==> config.mk <==
export PLATFORM = sky130hd
export DESIGN_NAME = intr_ctrl
export DESIGN_NICKNAME = d
export VERILOG_FILES = /design/src/rtl/jacaranda_pkg.sv /design/src/rtl/intr_prio_enc.sv /design/src/rtl/intr_ctrl.sv
export SDC_FILE = /design/constraint.sdc
export NUM_CORES = 1
export LEC_CHECK = 0
export BUFFER_PORTS_ARGS = -buffer_cell sky130_fd_sc_hd__buf_4
export CORE_ASPECT_RATIO = 0.7
export CORE_UTILIZATION = 45
export CTS_CLUSTER_DIAMETER = 40
export DETAILED_ROUTE_END_ITERATION = 10
export GPL_TIMING_DRIVEN = 1
export PLACE_DENSITY = 0.86
export SLEW_MARGIN = 20
export SYNTH_ARGS = -nofsm -noshare
export SYNTH_HDL_FRONTEND = slang
export SYNTH_SLANG_ARGS = --single-unit
==> constraint.sdc <==
create_clock -name clock -period 1.5 [get_ports clock]
set_clock_uncertainty 0.05 [all_clocks]
set_input_delay 0.15 -clock clock [delete_from_list [all_inputs] [get_ports clock]]
set_output_delay 0.15 -clock clock [all_outputs]
set_load 0.02 [all_outputs]
==> src/rtl/jacaranda_pkg.sv <==
// Shared definitions for the jacaranda-8 core: address width, interrupt
// vector defaults and the interrupt controller state encoding.
package jacaranda_pkg;

    localparam int unsigned ADDR_W = 8;

    localparam logic [ADDR_W-1:0] VEC_BASE_DEF   = 8'hE0;
    localparam logic [ADDR_W-1:0] VEC_STRIDE_DEF = 8'h04;

    typedef enum logic {
        IDLE   = 1'b0,
        ACTIVE = 1'b1
    } state_t;

    // Index width for n request lines, never narrower than one bit.
    function automatic int unsigned id_width(input int unsigned n);
        return (n > 1) ? $clog2(n) : 1;
    endfunction

endpackage

==> src/rtl/intr_prio_enc.sv <==
// Lowest-index-wins priority encoder over the eligible interrupt lines.
// Outputs idx=0 when nothing is eligible.
module intr_prio_enc #(
    parameter int unsigned NUM_IRQ = 4,
    parameter int unsigned ID_W    = 2
) (
    input  logic [NUM_IRQ-1:0] eligible,
    output logic               any,
    output logic [ID_W-1:0]    idx
);

    always_comb begin
        any = |eligible;
        idx = '0;
        // Scan downwards so the lowest set index is the last one written.
        for (int unsigned i = NUM_IRQ; i > 0; i--) begin
            if (eligible[i-1]) begin
                idx = ID_W'(i - 1);
            end
        end
    end

endmodule

==> src/rtl/intr_ctrl.sv <==
// Interrupt controller: edge-latched pending bits, fixed-priority arbitration,
// single-level interrupt mode driving the shadow register bank select.
module intr_ctrl
    import jacaranda_pkg::*;
#(
    parameter int unsigned       NUM_IRQ    = 4,
    parameter logic [ADDR_W-1:0] VEC_BASE   = VEC_BASE_DEF,
    parameter logic [ADDR_W-1:0] VEC_STRIDE = VEC_STRIDE_DEF
) (
    input  logic                            clock,
    input  logic                            reset,
    input  logic [NUM_IRQ-1:0]              irq,
    input  logic                            instr_done,
    input  logic [ADDR_W-1:0]               pc_in,
    input  logic                            reti,
    input  logic                            mask_we,
    input  logic [NUM_IRQ-1:0]              mask_wdata,
    output logic                            intr_en,
    output logic                            take_intr,
    output logic [ADDR_W-1:0]               intr_vector,
    output logic [ADDR_W-1:0]               ret_pc,
    output logic [id_width(NUM_IRQ)-1:0]    irq_id,
    output logic [NUM_IRQ-1:0]              pending
);

    localparam int unsigned ID_W = id_width(NUM_IRQ);

    state_t             state, state_next;
    logic [NUM_IRQ-1:0] irq_prev;
    logic [NUM_IRQ-1:0] mask;
    logic [NUM_IRQ-1:0] rise;
    logic [NUM_IRQ-1:0] eligible;
    logic [NUM_IRQ-1:0] clr;
    logic               any;
    logic [ID_W-1:0]    win;
    logic               take;

    assign rise     = irq & ~irq_prev;
    assign eligible = pending & mask;

    // intr_en is a decode of the state flop, so reset clears it asynchronously.
    assign intr_en = (state == ACTIVE);

    intr_prio_enc #(
        .NUM_IRQ (NUM_IRQ),
        .ID_W    (ID_W)
    ) u_prio_enc (
        .eligible (eligible),
        .any      (any),
        .idx      (win)
    );

    always_ff @(posedge clock or posedge reset) begin
        if (reset) begin
            state <= IDLE;
        end else begin
            state <= state_next;
        end
    end

    always_comb begin
        state_next = state;
        take       = 1'b0;
        clr        = '0;
        case (state)
            IDLE: begin
                if (any && instr_done) begin
                    take       = 1'b1;
                    clr[win]   = 1'b1;
                    state_next = ACTIVE;
                end
            end
            ACTIVE: begin
                if (reti) begin
                    state_next = IDLE;
                end
            end
            default: state_next = IDLE;
        endcase
    end

    always_ff @(posedge clock or posedge reset) begin
        if (reset) begin
            irq_prev    <= '0;
            pending     <= '0;
            mask        <= '0;
            take_intr   <= 1'b0;
            intr_vector <= '0;
            ret_pc      <= '0;
            irq_id      <= '0;
        end else begin
            irq_prev  <= irq;
            // A rise on the line being taken keeps it pending.
            pending   <= (pending & ~clr) | rise;
            take_intr <= take;
            if (mask_we) begin
                mask <= mask_wdata;
            end
            if (take) begin
                ret_pc      <= pc_in;
                irq_id      <= win;
                intr_vector <= VEC_BASE + ADDR_W'(win) * VEC_STRIDE;
            end
        end
    end

endmodule

Yosys cells after proc, flatten, opt, wreduce, memory -nomap -nowiden
Index checks and enable logic that the tools add are counted.

Register bits: 32. Bits of input ports: 21. Output and inout port bits: 24. Word-level logic and storage cells: 33.

Add/subtract/negate cells: 1. Magnitude comparators: 2. Mux-type cells: 12. Bitwise gates (word level): 7. Reduce and logical (&&, ||, !) cells: 3.

Operator list (number): AND 4 bit (3); two-way mux 2 bit (4); two-way mux 4 bit (2); NOT 4 bit (2); adder 6 x 5 -> 7 bit (first input constant) (1); two-way mux 1 bit (4); OR 4 bit (1); OR reduction 4 bit (1); < comparator 2 x 3 -> 1 bit (second input constant) (1); demux 1 bit (select 2 bit) (1); >= comparator 2 x 1 -> 1 bit (second input constant) (1); logical AND 1 bit (2); case mux 1 bit (2 select lines) (1); NOT 1 bit (1).

Longest topological paths before layout
Gate-level depths: netlist of the first run.

Word-level depth: 14. Depth in mapped cells: 4. Mapped depth without buffers: 3.

Cells and area by module
A second synthesis of the first run with hierarchy kept.

Cells, all modules: 99. Area total of the unflattened synthesis: 1032.2 sq um.

Modules (own cells, without submodules): intr_ctrl (instances 1, cells each 92, area each 997.2 sq um, seq. area each 625.6 sq um); intr_prio_enc (instances 1, cells each 7, area each 35.0 sq um, seq. area each 0.0 sq um).

Worst setup path before layout of the first run
No wires, ideal clock.

Kind: register -> register. Start point: register state, in the netlist intr_en. End point: register ret_pc[0]. Setup time: 125 ps. Arrival: 1299 ps. Data required time: 1325 ps. Setup slack: 25 ps. Cell stages (with the launch flop): 5. Path buffers: 1. Clock period less this slack: 1475 ps. Path through: dfrtp_1 -> nand2b_1 -> a21oi_2 -> buf_6 -> mux2_4.

Longest elaborated chain between the ends: 1.

RTL lines: start, declared (RTL line intr_ctrl.sv:28) `state_t state, state_next;`; start signal, assigned (RTL line intr_ctrl.sv:57) `state <= state_next;`; two-way mux 1 bit (RTL line intr_ctrl.sv:65) `case (state)`; net take (RTL line intr_ctrl.sv:36) `logic take;`; end signal, assigned (RTL line intr_ctrl.sv:100) `ret_pc <= pc_in;`; end, declared (RTL line intr_ctrl.sv:21) `output logic [ADDR_W-1:0] ret_pc,`.

The timed path passes the listed nets, and every way through them passes these cells. A chain may end at the register's enable or synchronous reset.

Worst setup path in the final report of the first run
Start point: register state, in the netlist intr_en. End point: register ret_pc[6].

Longest elaborated chain between the ends: 1.

RTL lines (RTL line): two-way mux 1 bit (intr_ctrl.sv:65).

Every way passes these cells.

==> results.yml, run 1 <==
run_status:
  status: "completed"
pwr:
  power_switching_mw: 0.750
  power.density_nw_per_um2: 1410
  p_comb_share_pct: 42.4
  leakage_nw: 0.758
  p_int_mw: 1.42
  seq_power_share_pct: 44.3
  swShare_pct: 34.5
  clkPwrFrac_pct: 13.3
  ir_drop_mv: 0.785
setup_path:
  r2r_setup_slack_ns: 0.05
  path_class: "flip-flop to flip-flop"
  ff2ff_path_depth: 4
  cpMaxStageDelayCell: "dfrtp_1"
  cp-end-kind: "flip-flop"
  r2r-end: "ret_pc[6]$_DFFE_PP0P_"
  critPathMaxStageDelay_ns: 0.42
  cp_top_family: "flip-flops"
  cp.depth: 4
  path_max_fanout: 11
  path_cells: "nand2b_1 -> a21oi_2 -> buf_12 -> mux2_2"
  startpoint_type: "flip-flop"
  timing.rr.start: "intr_en$_DFF_PP0_"
  cp_num_buf_inv: 1
  worstPathArrival_ns: 1.61
  worstPathRequired_ns: 1.66
yosys:
  ys_seq_area_share_pct: 59.5
  synth_flop_cell: "dfrtp_1"
  synth_area_per_cell_um2: 14.0
  yosysWarnings: 0
  syn-cell-area_um2: 1050
  ys_seq_elements: 25
  synth_async_sr_flop_share_pct: 100
  synthCells: 75
  ys_types: 23
  synth_edf_count: 0
placed_design:
  gp_congestion: 0.856
  io_buffers: 41
  dp_hpwl_um: 1660
  pre_cts_ws_ns: 0.0954
global_routing:
  track_usage_pct: 19.4
  grt_start_max_net_pins: 26
  grt_first_pass_wirelength_um: 3380
  grt_pass1_vias: 703
  gr-total-overflow: 0
  antenna_found_initial: 0
finish:
  diodes: 0
  nets: 153
  syn2layout_area_growth_pct: 46.4
  drive_gt1_share_pct: 51.1
  layout_common_cells: "buf_4, dfrtp_1, dlygate4sd3_1"
  multiInputGateArea_um2: 347
  fill_cells: 183
  final_common_cell: "buf_4"
  seq_area_um2: 626
route:
  drt_pass1_iterations: 4
  drc: 0
  ant_nets: 0
  wl_per_cell_um: 14.4
  drt-initial-drc-count: 24
  wl_um: 2350
  via_per_inst: 4.69
  vias: 765
sta:
  fin_crit_sh_pct: 97.0
  setup_slack_ns: 0.0452
  fin_crit_ns: 1.45
  finalSetupViolations: 0
  finalSetupTns_ns: 0
  hold_viol: 0
  timing.fmax_mhz: 687
  rsz0062_at_grt: "false"
  drv_slew: 0
clock_network:
  clkTransAtPathRegs_ns: 0.12
  cts_max_level: 1
  clock_path_buffers: 2
  cts_tree: "built"
  cts_sinks: 25
  cts_buffers: 3
  cts_root_buffer: "clkbuf_4"
  cts_setup_buffers: 0
  clock_latency_ns: 0.31
  cts.repair.resized: 0
floorplan:
  coreArea_um2: 2170
  ios: 45
  dieArea_um2: 2540
  die_h_um: 42.4
  die_x_um: 59.8
  start_util_pct: 48.4
  rows: 14
min_path:
  hold_path.class: "input pin to flip-flop"
  hold-path-endpoint: "mask[3]$_DFFE_PP0P_"
  min-delay-start: "mask_wdata[3]"
  hold_depth: 2
flow_run:
  max-cap-violations: 0
==> Yosys cell counts (2+ instances only) <==
library cell,n,area [um2]
dfrtp_1,25,626
buf_4,7,52.6
mux2_4,7,105
inv_1,6,22.5
mux2_2,5,56.3
nand2_1,4,15.0
a22o_1,3,26.3
nand4_1,2,12.5
o22a_1,2,17.5
==> cells by family (layout without fill, tap and decap cells) <==
kind of cell / count (synthesis) / count (layout) / share of synthesized area, %
flops: 25 / 25 / 59.5
buf+inv: 14 / 68 / 8.21
compound gates: 12 / 12 / 11.3
mux: 12 / 12 / 15.4
simple gates: 11 / 11 / 5.24
other cells: 1 / 3 / 0.357
==> registers in the layout, summed over array words and instances (netlist names) <==
name and count:
intr_en 1, intr_vector 2, irq_id 1, irq_prev 4, mask 4, pending 4, ret_pc 8, take_intr 1
==> timing repair <==
| action | 4_1_cts | 5_1_grt |
|---|---|---|
| hold buffers | 6 | 6 |
| setup endpoints to repair | 0 | 0 |
| endpoints found under the hold margin | 30 | 6 |
==> worst max path at each step <==
stage | start | endpoint | slack (ns)
final | intr_en$_DFF_PP0_ | ret_pc[6]$_DFFE_PP0P_ | 0.05
after global routing | mask[1]$_DFFE_PP0P_ | ret_pc[6]$_DFFE_PP0P_ | 0.02
after CTS | intr_en$_DFF_PP0_ | ret_pc[6]$_DFFE_PP0P_ | 0.05
after detailed placement | intr_en$_DFF_PP0_ | ret_pc[6]$_DFFE_PP0P_ | 0.1
after global placement | intr_en$_DFF_PP0_ | ret_pc[6]$_DFFE_PP0P_ | 0.14
after floorplan | intr_en$_DFF_PP0_ | ret_pc[0]$_DFFE_PP0P_ | 0.03
==> stage by stage <==
| stage | util (%) | hold slack [ns] | instances | power, mW | area [um2] |
|---|---|---|---|---|---|
| floorplan | - | 0.127 | 77 | 1.50 | 1060 |
| global placement | 64.1 | 0.166 | 147 | 1.84 | 1390 |
| detailed placement | 64.1 | 0.168 | 147 | 1.87 | 1390 |
| CTS | 68.1 | 0.00158 | 157 | 2.17 | 1480 |
| global route | 70.9 | 0.000760 | 163 | 2.28 | 1540 |
| finish | 70.9 | 0.0169 | 163 | 2.17 | 1540 |
==> per-layer routing <==
metal / vias to the layer above / part of all wire, % / GRT usage [%]
met5: - / 0 / 0
met4: 0 / 1.2 / 5.58
met3: 4 / 4.7 / 6.48
met2: 32 / 51 / 32.0
met1: 369 / 43 / 24.0
li1: 360 / - / -
==> area by class of cell <==
class                      instances  share of cell area [%]
sequential                        25                    40.7
timing repair buffer              58                    31.1
multi-input combinational         38                    22.5
tap                               32                    2.60
clock buffer                       4                    1.71
inverter                           6                    1.46
==> power by group through the flow <==
stage          Combinational, mW  Clock [mW]  Sequential [mW]
4_1_cts                    0.911       0.298            0.961
6_report                   0.920       0.289            0.962
3_3_place_gp               0.877           0            0.960
5_1_grt                    0.972       0.331            0.979
2_1_floorplan              0.366           0             1.13
3_5_place_dp               0.895           0            0.975
Note: power is estimated with default switching activity, not from simulation.
==> run 2: changes to the inputs <==
Settings changed: CORE_MARGIN set to 2.
==> run 2 against run 1 <==
Flip-flop and latch count stayed put. Fmax rose by 0.81%. Final area grew 1.4%. Die area is 8.2% higher. Cell count increased by 1.8%. Routed wire length rose by 3.3%. Combinational power grew 2%. Sequential share of layout area shrank 0.39 points. Register-to-register slack about the same.
==> results.yml, run 2 (same netlist as run 1, synthesis figures left out) <==
clock_network:
  cts_root_buffer: "clkbuf_4"
  clkTransAtPathRegs_ns: 0.12
  cts_tree: "built"
  clock_path_buffers: 2
  cts_max_level: 1
  cts_sinks: 25
  clock_latency_ns: 0.30
  cts_buffers: 3
setup_path:
  critPathMaxStageDelay_ns: 0.46
  path_class: "flip-flop to flip-flop"
  cp-end-kind: "flip-flop"
  cpMaxStageDelayCell: "dfrtp_2"
  path_cells: "a22oi_2 -> a21oi_2 -> buf_6 -> mux2_4"
  worstPathArrival_ns: 1.60
  worstPathRequired_ns: 1.65
  path_max_fanout: 10
  ff2ff_path_depth: 4
  startpoint_type: "flip-flop"
global_routing:
  antenna_found_initial: 0
  grt_start_max_net_pins: 26
  grt_pass1_vias: 731
  gr-total-overflow: 0
  track_usage_pct: 18.0
  grt_first_pass_wirelength_um: 3530
sta:
  fin_crit_ns: 1.44
  finalSetupViolations: 0
  finalSetupTns_ns: 0
  drv_slew: 0
  timing.fmax_mhz: 693
  fin_crit_sh_pct: 96.2
  hold_viol: 0
  setup_slack_ns: 0.0568
  holdWs_ns: 0.0164
finish:
  syn2layout_area_growth_pct: 48.5
  layout_common_cells: "buf_4, dfrtp_1, dlygate4sd3_1"
  final_common_cell: "buf_4"
  fill_cells: 164
  regMostFlops: "ret_pc"
  nets: 156
  diodes: 0
  multiInputGateArea_um2: 347
  seq_area_um2: 628
  largest_reg_flops: 8
  drive_gt1_share_pct: 52.2
route:
  wl_um: 2420
  drt-initial-drc-count: 18
  vias: 797
  via_per_inst: 4.80
  wl_per_cell_um: 14.6
  drt_pass1_iterations: 4
  ant_nets: 0
  drc: 0
placed_design:
  gp_congestion: 0.772
  pre_cts_ws_ns: 0.0317
  io_buffers: 41
  dp_hpwl_um: 1790
pwr:
  seq_power_share_pct: 44.2
  power_mw: 2.18
  p_int_mw: 1.43
  ir_drop_mv: 0.929
  p_comb_share_pct: 42.9
  swShare_pct: 34.6
  leakage_nw: 0.767
  clkPwrFrac_pct: 12.9
  power_switching_mw: 0.756
  power.density_nw_per_um2: 1400
floorplan:
  die_x_um: 61.8
  start_util_pct: 48.4
  coreArea_um2: 2170
  rows: 14
  ios: 45
  dieArea_um2: 2740
  die_h_um: 44.4
min_path:
  hold_depth: 2
  hold_path.class: "input pin to flip-flop"
run_status:
  status: "completed"
flow_run:
  max-cap-violations: 0
## run 2: cell types whose count changed in the layout (fill, tap and decap cells not counted), sizes merged
cell	delta
dlygate4sd3	+2
buf	+1
## run 2: area by class of cell
| class | count | share of cell area (%) |
|---|---|---|
| clock buffer | 4 | 1.68 |
| inverter | 6 | 1.44 |
| multi-input combinational | 38 | 22.2 |
| sequential | 25 | 40.3 |
| tap | 32 | 2.57 |
| timing repair buffer | 61 | 31.8 |
## run 2: routing by layer
layer	share of wire, %	global-route usage (%)	vias up
met1	39	22.5	389
met5	0	0	-
met4	0.70	3.83	0
met3	6.8	4.97	2
met2	53	31.4	36
li1	-	-	370
## run 2: path summary, 6_finish.rpt
path,start,end,slack [ns]
max,mask[2]$_DFFE_PP0P_,ret_pc[2]$_DFFE_PP0P_,0.06
min,mask_wdata[1],mask[1]$_DFFE_PP0P_,0.02
max reg2reg,mask[2]$_DFFE_PP0P_,ret_pc[2]$_DFFE_PP0P_,0.06
min reg2reg,ret_pc[3]$_DFFE_PP0P_,ret_pc[3]$_DFFE_PP0P_,0.48
max in group asynchronous,reset,mask[2]$_DFFE_PP0P_,0.75
min in group asynchronous,reset,ret_pc[2]$_DFFE_PP0P_,0.39
## run 2: per-stage QoR
stage / std cells / util (%) / area [um2]
2_1_floorplan: 77 / - / 1060
3_3_place_gp: 147 / 63.5 / 1380
3_5_place_dp: 147 / 63.5 / 1380
4_1_cts: 156 / 67.1 / 1460
5_1_grt: 166 / 71.8 / 1560
6_report: 166 / 71.8 / 1560
## run 2: what timing repair did
item | in CTS | in global routing
hold buffers | 5 | 9
endpoints found under the hold margin | 29 | 9
gates resized for setup | 0 | 3
setup buffers | 0 | 1
endpoints found under the setup margin | 0 | 8
## run 2: critical path: cells and delay by family, from the launching register on
family | cells | cell delay, ns
AOI/OAI and AO/OA | 2 | 0.36
muxes | 1 | 0.30
DFF | 1 | 0.46
buffers and inverters | 1 | 0.16
## run 2: power groups by stage
stage                     Clock (mW)  Combinational, mW  Sequential (mW)
after floorplan                    0              0.366             1.13
after global placement             0              0.872            0.961
after detailed placement           0              0.894            0.978
after CTS                      0.300              0.909            0.963
after global routing           0.338              0.994            0.982
final                          0.283              0.936            0.965
